**src/rtl/winner_tree_decoder.sv**
```systemverilog
// Walks the argmax comparator tree from root to leaf to recover the winning neuron,
// applies the firing threshold and raises a req/ack update with a one-hot enable.
//
// state  | meaning
// S_IDLE | ready for a tree result; outputs of the last decision held
// S_WALK | one tree level examined per cycle, fixed p_levels cycles
// S_REQ  | update request to the neuron array, waiting for ack
module winner_tree_decoder #(
   parameter int p_width  = 21,
   parameter int p_levels = 3
) (
   input  logic                          i_clk,
   input  logic                          i_rst,
   input  logic                          i_valid,
   output logic                          o_ready,
   input  logic [2*((2**p_levels)-1)-1:0] i_node_idx,
   input  logic [p_width-1:0]            i_value,
   input  logic [p_width-1:0]            i_thresh,
   output logic                          o_upd_req,
   input  logic                          i_upd_ack,
   output logic [p_levels-1:0]           o_winner_id,
   output logic [(2**p_levels)-1:0]      o_onehot,
   output logic                          o_done,
   output logic                          o_nowin,
   output logic                          o_err
);

   localparam int N      = 2**p_levels;
   localparam int NODES  = N - 1;
   localparam int PTR_W  = p_levels + 1;
   localparam int LVL_W  = (p_levels > 1) ? $clog2(p_levels) : 1;
   localparam logic [N-1:0] ONE_LSB = {{(N-1){1'b0}}, 1'b1};

   typedef enum logic [1:0] {
      S_IDLE = 2'd0,
      S_WALK = 2'd1,
      S_REQ  = 2'd2
   } state_t;

   state_t                  state_q;
   logic [2*NODES-1:0]      node_q;
   logic                    below_q;
   logic [p_levels-1:0]     id_q;
   logic [PTR_W-1:0]        ptr_q;
   logic [LVL_W-1:0]        lvl_q;
   logic                    zero_q;
   logic                    err_q;

   logic [1:0]              code;
   logic                    last_lvl;
   logic [p_levels-1:0]     id_n;
   logic [PTR_W-1:0]        ptr_n;
   logic                    zero_n;
   logic                    err_n;

   assign o_ready = (state_q == S_IDLE);

   always_comb begin
      code = 2'b00;
      for (int k = 0; k < NODES; k++) begin
         if (ptr_q == PTR_W'(k)) begin
            code = node_q[2*k +: 2];
         end
      end
   end

   // Once zero or error is flagged the path freezes; the walk still runs to full depth.
   always_comb begin
      last_lvl = (lvl_q == LVL_W'(p_levels - 1));
      id_n     = id_q;
      ptr_n    = ptr_q;
      zero_n   = zero_q;
      err_n    = err_q;
      if (!(zero_q || err_q)) begin
         case (code)
            2'b01: begin
               id_n  = id_q << 1;
               ptr_n = (ptr_q << 1) + PTR_W'(1);
            end
            2'b10: begin
               id_n  = (id_q << 1) | p_levels'(1);
               ptr_n = (ptr_q << 1) + PTR_W'(2);
            end
            2'b00: begin
               if (lvl_q == '0) begin
                  zero_n = 1'b1;
               end else begin
                  err_n = 1'b1;
               end
            end
            default: err_n = 1'b1;
         endcase
      end
   end

   always_ff @(posedge i_clk) begin
      if (i_rst) begin
         state_q     <= S_IDLE;
         node_q      <= '0;
         below_q     <= 1'b0;
         id_q        <= '0;
         ptr_q       <= '0;
         lvl_q       <= '0;
         zero_q      <= 1'b0;
         err_q       <= 1'b0;
         o_upd_req   <= 1'b0;
         o_winner_id <= '0;
         o_onehot    <= '0;
         o_done      <= 1'b0;
         o_nowin     <= 1'b0;
         o_err       <= 1'b0;
      end else begin
         o_done <= 1'b0;
         case (state_q)
            S_IDLE: begin
               if (i_valid) begin
                  node_q      <= i_node_idx;
                  below_q     <= (i_value < i_thresh);
                  id_q        <= '0;
                  ptr_q       <= '0;
                  lvl_q       <= '0;
                  zero_q      <= 1'b0;
                  err_q       <= 1'b0;
                  o_winner_id <= '0;
                  o_nowin     <= 1'b0;
                  o_err       <= 1'b0;
                  state_q     <= S_WALK;
               end
            end
            S_WALK: begin
               id_q   <= id_n;
               ptr_q  <= ptr_n;
               zero_q <= zero_n;
               err_q  <= err_n;
               lvl_q  <= lvl_q + LVL_W'(1);
               if (last_lvl) begin
                  if (err_n) begin
                     o_err   <= 1'b1;
                     o_done  <= 1'b1;
                     state_q <= S_IDLE;
                  end else if (zero_n || below_q) begin
                     o_nowin <= 1'b1;
                     o_done  <= 1'b1;
                     state_q <= S_IDLE;
                  end else begin
                     o_winner_id <= id_n;
                     o_upd_req   <= 1'b1;
                     o_onehot    <= ONE_LSB << id_n;
                     state_q     <= S_REQ;
                  end
               end
            end
            S_REQ: begin
               if (i_upd_ack) begin
                  o_upd_req <= 1'b0;
                  o_onehot  <= '0;
                  o_done    <= 1'b1;
                  state_q   <= S_IDLE;
               end
            end
            default: state_q <= S_IDLE;
         endcase
      end
   end

endmodule

```
**config.mk**
```make
export PLATFORM = sky130hd
export DESIGN_NAME = winner_tree_decoder
export DESIGN_NICKNAME = d
export VERILOG_FILES = /design/src/rtl/winner_tree_decoder.sv
export SDC_FILE = /design/constraint.sdc
export NUM_CORES = 1
export LEC_CHECK = 0
export ABC_AREA = 1
export CORE_MARGIN = 8
export CORE_UTILIZATION = 53
export DETAILED_ROUTE_END_ITERATION = 12
export GPL_ROUTABILITY_DRIVEN = 0
export PLACE_DENSITY = 0.9
export SYNTH_ARGS = -nofsm -noshare
export SYNTH_HDL_FRONTEND = slang
export SYNTH_SLANG_ARGS = --single-unit
```
**constraint.sdc**
```tcl
create_clock -name i_clk -period 5.9 [get_ports i_clk]
set_input_delay 1.18 -clock i_clk [delete_from_list [all_inputs] [get_ports i_clk]]
set_output_delay 1.18 -clock i_clk [all_outputs]
set_load 0.02 [all_outputs]
```
# Yosys cells after proc, flatten, opt, wreduce, memory -nomap -nowiden
# Cells that the tools add are included.
# totals
register_bits	43
input_bits	60
out_inout_bits	16
wordCells	114
# classes
add_sub_neg	3
n_lt_le_gt_ge	1
eq_ne	20
shift	1
n_mux	58
reduce_logical	17
# op_table
op	count
8-bit 2-to-1 mux	4
2-bit 2-to-1 mux	13
21-bit < comparator	1
1-bit 2-to-1 mux	19
3-bit one-hot mux with 2 select lines	3
2-bit inequality test (second input constant)	8
4-bit one-hot mux with 2 select lines	2
8-bit one-hot mux with 2 select lines	1
3-bit 2-to-1 mux	5
5-bit AND reduction	3
1-bit one-hot mux with 2 select lines	7
4-bit by 3-bit == test with 1-bit output (second input constant)	3
4-bit by 2-bit == test with 1-bit output (second input constant)	2
4-bit 2-to-1 mux	2
4-bit AND reduction	2
1-bit by 3-bit left shift with 8-bit output (first input constant)	1
2-bit == test (second input constant)	3
2-bit logical NOT	3
2-bit one-hot mux with 3 select lines	1
4-bit by 1-bit adder with 4-bit output (second input constant)	1
4-bit by 2-bit adder with 4-bit output (second input constant)	1
2-bit by 1-bit == test with 1-bit output (second input constant)	2
4-bit by 1-bit == test with 1-bit output (second input constant)	1
4-bit logical NOT	1
8 further kinds	11

# Depth between registers and ports, before layout
# Gate-level depths: netlist of run 1.
# logic_depth
depth_word	16
mapped_depth	22
mapped_depth_nobuf	22

# Worst setup path before layout of run 1
# Ideal clock, no wire load.
# synth_timing
kind	register to register
from	reg ptr_q[0]
to	reg o_onehot[6]
setup_time_ns	0.132
t_arrival_ns	2.108
required_time_ns	5.768
setup_slack_ns	3.660
stages_incl_launch_ff	18
path_buffers	0
synth_period_minus_slack_ns	2.240
path_cell_list	dfxtp_1 > inv_1 > ha_1 > nand2_1 > or2_1 > nand3_1 > nand3_1 > nand2_1 > nand2_1 > inv_1 > ha_1 > nand3_2 > nand2_2 > or2_4 > nand2_8 > nand3_2 > nand2_1 > a21oi_1
# synth_via
elab_chain_cells	16
word_cells_on_any_way	33
classes_between	10 x eq/ne; 1 x shift; 17 x mux; 5 x reduce/logical
# synth_rtl
item	line	text
start, declared	44	logic [PTR_W-1:0] ptr_q;
start signal, assigned	132	ptr_q <= ptr_n;
4-bit logical NOT	61	if (ptr_q == PTR_W'(k)) begin
2-bit 2-to-1 mux (6 in a row)	61	
2-bit 2-to-1 mux (*)	61	
2-bit == test or 2-bit by 1-bit == test with 1-bit output (tied branches)	75	case (code)
3-bit one-hot mux with 2 select lines	75	
3-bit 2-to-1 mux	74	if (!(zero_q || err_q)) begin
1-bit by 3-bit left shift with 8-bit output	148	o_onehot <= ONE_LSB << id_n;
8-bit 2-to-1 mux	141	end else if (zero_n || below_q) begin
8-bit 2-to-1 mux	137	if (err_n) begin
8-bit 2-to-1 mux	136	if (last_lvl) begin
8-bit one-hot mux with 2 select lines	114	case (state_q)
end signal, assigned	148	
end, declared	22	output logic [(2**p_levels)-1:0] o_onehot,
# Mark *: on every way between the ends. The rest lies on a longest branch, timed or not. The select of a mux whose other input is x is not followed.
# A chain may end at the register's enable or synchronous reset.

# Worst setup path in the final report of run 1
# layout_timing
from	reg state_q[0]
to	out o_ready
# layout_via
elab_chain_cells	1
# layout_rtl
item	line	text
start, declared	40	state_t state_q;
start signal, assigned	98	state_q <= S_IDLE;
start signal, assigned	127	state_q <= S_WALK;
start signal, assigned	140	state_q <= S_IDLE;
2-bit logical NOT	56	assign o_ready = (state_q == S_IDLE);
end, declared	15	output logic o_ready,
# Every way passes these cells.

==> qor.yml, run 1 <==
layout:
  utilization_pct: 72.4
  drive_gt1_share_pct: 6.81
  post-route-cell-area_sq_um: 3740
  num_antenna_cells: 0
  nNetsFinal: 591
  fillCellCount: 403
  area_growth_pct: 30.8
detailed_routing:
  wl_per_cell_um: 12.7
  drt_first_pass_iters: 4
  ant_nets: 0
  drc_errors: 0
  dr.first_iter.drc_count: 158
  wirelength_um: 7210
  via_per_inst: 5.11
  vias: 2909
pwr:
  ir_drop_mv: 0.175
  pwr-share-clk_pct: 13.3
  swShare_pct: 48.8
  pwr-share-comb_pct: 59.0
  p_int_w: 0.000758
  p_seq_share_pct: 27.7
  p_sw_w: 0.000722
  power_density_nw_per_um2: 395
  p_leak_nw: 1.69
worst_setup_path:
  crit_fanout: 6
  cp.required_ns: 4.72
  start_kind: "flop"
  worstSetupPathType: "reg2out"
  crit_path_end_kind: "output pin"
  cp.arrival_ns: 1.68
clock_tree:
  post_cts_buffers: 0
  clock_latency_ns: 0.31
  root_buffer: "clkbuf_8"
  cts_tree: "done"
  cts_num_sinks: 43
  holdBufCountCts: 0
  cts.clk_slew.worst_paths_ns: 0.09
  cts_resized: 0
  clockBufferDepth: 2
  htreeDepth: 2
  cts_made_buffers: 5
synth:
  synth_fa_ha_area_share_pct: 14.4
  synth_edf_count: 0
  synth.area.mux_share_pct: 0
  yosys_register_bits: 43
  synth_top_family_by_area: "simple AND/OR/NAND/NOR gates"
  synth_top_area_share_pct: 30.1
  syn_area_per_cell_sq_um: 6.73
  ys_top_cells_by_area: "dfxtp_1, ha_1, nand2_1"
  synth-xor-area-share_pct: 0
  netlist_instances: 425
  ys_async_sr_fraction_pct: 0
  ys_types: 30
  synth_top_area_cell: "dfxtp_1"
  seq_area_frac_synth_pct: 30.1
  yosysWarnings: 0
  synth-simple-area-share_pct: 30.4
  synth-compound-area-share_pct: 14.5
  synthFlopType: "dfxtp_1"
  synth_area_sq_um: 2860
  syn_nets: 518
placed_design:
  port_buffers: 75
  pre_cts_slack_ns: 2.76
  postPlaceCellArea_sq_um: 3650
  dp_hpwl_um: 5720
timing:
  whs_ns: 0.472
  setup_tns_ns: 0
  post-route-min-period_ns: 2.86
  finalHoldViolations: 0
  timing.final.ws_setup_ns: 3.04
  skew_ns: 0.00479
  tightest_slew_ns: 0.681
  report.final.slew_viol_count: 0
  slew_headroom_pct: 54.4
  finalSetupViolCount: 0
  fmax_mhz: 349
  rsz0062_at_grt: "false"
  post-route-period-util_pct: 48.6
floorplanning:
  core_area_sq_um: 5170
  rows: 26
  die_area_sq_um: 8010
  fp.dieH_um: 89.5
  die_w_um: 89.5
  initial_core_util_pct: 55.3
  ioPinCount: 76
global_routing:
  grt_use_total_pct: 19.7
  first_global_vias: 3017
  overflow: 0
  grt_pass1_wl_um: 12500
  grt_max_degree: 26
  antenna_found_initial: 0
run:
  drv_cap: 0
status:
  status: "complete, no violations"
hold_path:
  hold_path_class: "reg2reg"
through the flow:
stage	total power, W	cells
floorplan	0.00106	425
global placement	0.00124	561
detailed placement	0.00127	561
CTS	0.00148	569
global route	0.00161	569
finish	0.00148	569
worst paths after layout:
path / startpoint / to / slack [ns] / depth (start not counted)
max: state_q[0]$_SDFFE_PP0P_ / o_ready / 3.04 / 3
min: o_onehot[2]$_SDFFE_PP0P_ / o_onehot[2]$_SDFFE_PP0P_ / 0.47 / 2
max reg2reg: ptr_q[0]$_SDFFE_PP0P_ / o_onehot[2]$_SDFFE_PP0P_ / 3.21 / 15
min reg2reg: o_onehot[2]$_SDFFE_PP0P_ / o_onehot[2]$_SDFFE_PP0P_ / 0.47 / 2
cells in the final DEF (no fill, tap or decap), types with 2 or more instances in the layout:
cell             Yosys  routed
dfxtp_1             43      43
clkdlybuf4s50_1      0      75
nand3_2              2       2
ha_1                33      33
nand2_4              2       2
nand3_1             20      20
o211ai_1             2       2
nand2_2              4       4
nor3_1               4       4
o21ai_0             31      31
clkinvlp_4           0       2
nand4_1              4       4
a21oi_1             40      40
inv_1               59      59
nand2_1             92      92
inv_2                7       7
nor2_2               3       3
nor2_1              59      59
clkbuf_8             0       5
critical path, stage by stage (launching register included):
cell and delay [ns]:
dfxtp_1 0.33, inv_1 0.09, ha_1 0.29, clkdlybuf4s50_1 0.67
cells in the mapped netlist (all sizes together), types with 3 or more instances:
cell type and n:
a21oi 41, buf 3, clkbuf 6, dfxtp 43, ha 33, inv 67, nand2 99, nand3 22
nand4 4, nor2 64, nor3 4, o21ai 32
metal layers:
| metal | up-vias | share of wire [%] | global-route usage [%] | wire (um) |
|---|---|---|---|---|
| li1 | 1495 | - | - | - |
| met1 | 1301 | 41 | 21.2 | 2950 |
| met2 | 100 | 48 | 34.1 | 3490 |
| met3 | 13 | 8.8 | 6.80 | 632 |
| met4 | 0 | 1.9 | 8.46 | 136 |
| met5 | - | 0 | 0 | 0 |
cell families after synthesis:
logic type | count (synthesis)
buffers and inverters | 76
AO/OA/AOI/OAI | 77
adder cells (fa/ha/maj) | 33
flip-flops | 43
AND/OR/NAND/NOR | 196
layout make-up:
| cell class | instances | area (sq um) | area share (%) |
|---|---|---|---|
| timing repair buffer | 75 | 751 | 20.1 |
| inverter | 67 | 254 | 6.78 |
| clock buffer | 5 | 68.8 | 1.84 |
| sequential | 43 | 861 | 23.0 |
| tap | 70 | 87.6 | 2.34 |
| clock inverter | 3 | 23.8 | 0.635 |
| multi-input combinational | 306 | 1700 | 45.4 |
power groups by stage:
stage	Clock, W	Sequential [W]	Combinational, W
global placement	0	0.000410	0.000829
floorplan	0	0.000421	0.000637
finish	0.000197	0.000410	0.000874
detailed placement	0	0.000413	0.000859
CTS	0.000197	0.000408	0.000871
global route	0.000210	0.000417	0.000987
state kept, by name (all words and copies together) (netlist names), 2 cells and up:
| name | flops |
|---|---|
| id_q | 3 |
| lvl_q | 2 |
| node_q | 14 |
| o_onehot | 8 |
| o_winner_id | 3 |
| ptr_q | 4 |
| state_q | 2 |
Power figures use the tool's default switching activity.
==> run 2: changes to the inputs <==
CORE_UTILIZATION = 44   (was 53)
PLACE_DENSITY = 0.8   (was 0.9)
clock period = 2.5 ns   (was 5.9 ns; I/O delays follow)
==> qor.yml, run 2 (synthesis gave the netlist of run 1 again) <==
status:
  status: "finished, violations left"  # was complete, no violations
  violations: "setup timing"
detailed_routing:
  wl_per_cell_um: 13.7  # was 12.7 um
  wirelength_um: 8090  # was 7210 um
  dr.first_iter.drc_count: 204  # was 158
  drt_first_pass_iters: 4  # unchanged
  drc_errors: 0  # unchanged
  ant_nets: 0  # unchanged
  vias: 3063  # was 2,909
  via_per_inst: 5.17  # was 5.11
layout:
  layout_commonest_cell: "clkdlybuf4s50_1"  # was nand2_1
  utilization_pct: 66.5  # was 72.4%
  stdcell_count: 592  # was 569
  drive_gt1_share_pct: 21.6  # was 6.81%
  top_regs: "node_q (14), o_onehot (8), ptr_q (4)"  # unchanged
  largest_register_ffs: 14  # unchanged
  final_cell_mix: "clkdlybuf4s50_1, nand2_1, inv_1"  # was nand2_1, clkdlybuf4s50_1, inv_1, nor2_1, dfxtp_1
  area_growth_pct: 46.7  # was 30.8%
  num_antenna_cells: 0  # unchanged
  nNetsFinal: 607  # was 591
  regMostFlops: "node_q"  # unchanged
floorplanning:
  rows: 29  # was 26
  initial_core_util_pct: 45.3  # was 55.3%
  ioPinCount: 76  # unchanged
  fp.dieH_um: 96.6  # was 89.5 um
  core_area_sq_um: 6310  # was 5170 sq um
  die_area_sq_um: 9340  # was 8010 sq um
  die_w_um: 96.6  # was 89.5 um
timing:
  slew_headroom_pct: 58.4  # was 54.4%
  finalSetupViolCount: 2  # was 0
  fmax_mhz: 397
  tightest_slew_ns: 0.623  # was 0.681 ns
  timing.final.ws_setup_ns: -0.0163  # was 3.04 ns
  post-route-period-util_pct: 101
  skew_ns: 0.0148  # was 0.00479 ns
  report.final.slew_viol_count: 0  # unchanged
  rsz0062_at_grt: "true"  # was false
  whs_ns: 0.462  # was 0.472 ns
  finalHoldViolations: 0  # unchanged
  post-route-min-period_ns: 2.52
worst_setup_path:
  path_buf_inv: 2  # unchanged
  path_cells: "inv_4 -> ha_2 -> nand2_2 -> or2_1 -> nand3_1 -> nand3_2 -> nand2_2 -> nand2_4 -> ha_4 -> nand2_8 -> nand2_2 -> o21ai_4 -> buf_4 -> nor3_2 -> nand2_2 -> a21oi_2"  # was inv_1 -> ha_1 -> clkdlybuf4s50_1
  reg2reg_to: "o_onehot[0]$_SDFFE_PP0P_"  # was o_onehot[2]$_SDFFE_PP0P_
  cp.required_ns: 2.74  # was 4.72 ns
  crit_fanout: 7  # was 6
  r2r_setup_slack_ns: -0.02  # was 3.21 ns
  start_kind: "flop"  # unchanged
  cp.depth: 16  # was 3
  cpMostUsedCell: "nand2_2"
  cp.arrival_ns: 2.76  # was 1.68 ns
  cpLargestDelayFamily: "simple AND/OR/NAND/NOR gates"  # was buffers and inverters
  crit_path_end_kind: "flop"  # was output pin
  cpPeakStageDelay_ns: 0.38  # was 0.67 ns
  ff2ff_path_depth: 16  # was 15
  slowest_stage: "dfxtp_4"  # was clkdlybuf4s50_1
  worstSetupPathType: "reg2reg"  # was reg2out
  endpoint: "o_onehot[0]$_SDFFE_PP0P_"  # was o_ready
  startpoint: "ptr_q[0]$_SDFFE_PP0P_"  # was state_q[0]$_SDFFE_PP0P_
  r2r-start: "ptr_q[0]$_SDFFE_PP0P_"  # unchanged
pwr:
  p_leak_nw: 1.82  # was 1.69 nW
  pwr-share-comb_pct: 65.8  # was 59.0%
  p_sw_w: 0.00218  # was 0.000722 W
  power_density_nw_per_um2: 1070  # was 395 nW/um^2
  swShare_pct: 48.7  # was 48.8%
  pwr-share-clk_pct: 12.3  # was 13.3%
  p_seq_share_pct: 21.9  # was 27.7%
  p_int_w: 0.00230  # was 0.000758 W
  ir_drop_mv: 0.822  # was 0.175 mV
  report.power.total_w: 0.00448  # was 0.00148 W
clock_tree:
  htreeDepth: 2  # unchanged
  cts.clk_slew.worst_paths_ns: 0.09  # about the same
  holdBufCountCts: 0  # unchanged
  cts_num_sinks: 43  # unchanged
  root_buffer: "clkbuf_8"  # unchanged
  clock_latency_ns: 0.30  # was 0.31 ns
  clockBufferDepth: 2  # unchanged
  cts_made_buffers: 5  # unchanged
  cts_tree: "done"  # unchanged
global_routing:
  grt_max_degree: 26  # unchanged
  first_global_vias: 2980  # was 3,017
  grt_use_total_pct: 14.9  # was 19.7%
  overflow: 0  # unchanged
  antenna_found_initial: 0  # unchanged
  grt_pass1_wl_um: 12300  # was 12,500 um
hold_path:
  hold_path_class: "reg2reg"  # unchanged
  hold_start: "lvl_q[0]$_SDFFE_PP0P_"  # was o_onehot[2]$_SDFFE_PP0P_
placed_design:
  dp_hpwl_um: 5580  # was 5720 um
  place_inst: 575  # was 561
  port_buffers: 75  # unchanged
run:
  drv_cap: 0  # unchanged
run 2: cell type report:
class                   instances  area (sq um)
flip-flops and latches         43           872
multi-input cells             309          2010
fillers                       497          2110
repair buffers                 88           848
clock inverters                 3          43.8
inverters                      67           259
clock buffers                   5          68.8
well taps                      77          96.3
run 2: metal layers:
| metal | vias to the layer above | track usage, % | wire (um) |
|---|---|---|---|
| li1 | 1539 | - | - |
| met1 | 1394 | 16.2 | 3160 |
| met2 | 114 | 25.7 | 4080 |
| met3 | 16 | 5.12 | 692 |
| met4 | 0 | 6.27 | 159 |
| met5 | - | 0 | 0 |
run 2: how the worst min path moves through the flow:
| stage | cells past startpoint | slack [ns] | endpoint |
|---|---|---|---|
| 3_3_place_gp | 1 | 0.44 | lvl_q[0]$_SDFFE_PP0P_ |
| 6_report | 1 | 0.46 | lvl_q[0]$_SDFFE_PP0P_ |
| 4_1_cts | 1 | 0.46 | lvl_q[0]$_SDFFE_PP0P_ |
| 5_1_grt | 2 | 0.49 | o_nowin$_SDFFE_PP0P_ |
| 3_5_place_dp | 1 | 0.44 | lvl_q[0]$_SDFFE_PP0P_ |
| 2_1_floorplan | 1 | 0.42 | lvl_q[0]$_SDFFE_PP0P_ |
run 2: per-stage QoR:
stage,instance area [sq um],setup slack (ns),setup TNS (ns)
floorplan,2860,0.260,0
global placement,3710,0.0573,0
detailed placement,3710,-0.0223,-0.0661
CTS,3850,0.0125,0
global route,4200,-0.177,-1.63
finish,4200,-0.0163,-0.0289
run 2: what timing repair did:
item,in CTS,in global routing
resized for setup,5,82
pin swaps,1,33
buffers inserted,0,6
endpoints found under the setup margin,9,22
gates cloned,1,2
run 2: power groups by stage:
stage	Combinational, W	Sequential [W]	Clock [W]
after floorplan	0.00150	0.000995	0
after global routing	0.00320	0.000999	0.000584
after global placement	0.00207	0.000968	0
final	0.00295	0.000980	0.000550
after CTS	0.00218	0.000958	0.000554
after detailed placement	0.00210	0.000972	0
==> run 3: changes to the inputs <==
CAP_MARGIN = 20   (was not set)
==> results of run 3 <==
Same layout as run 2: the final DEF is identical, and so are final timing and power.
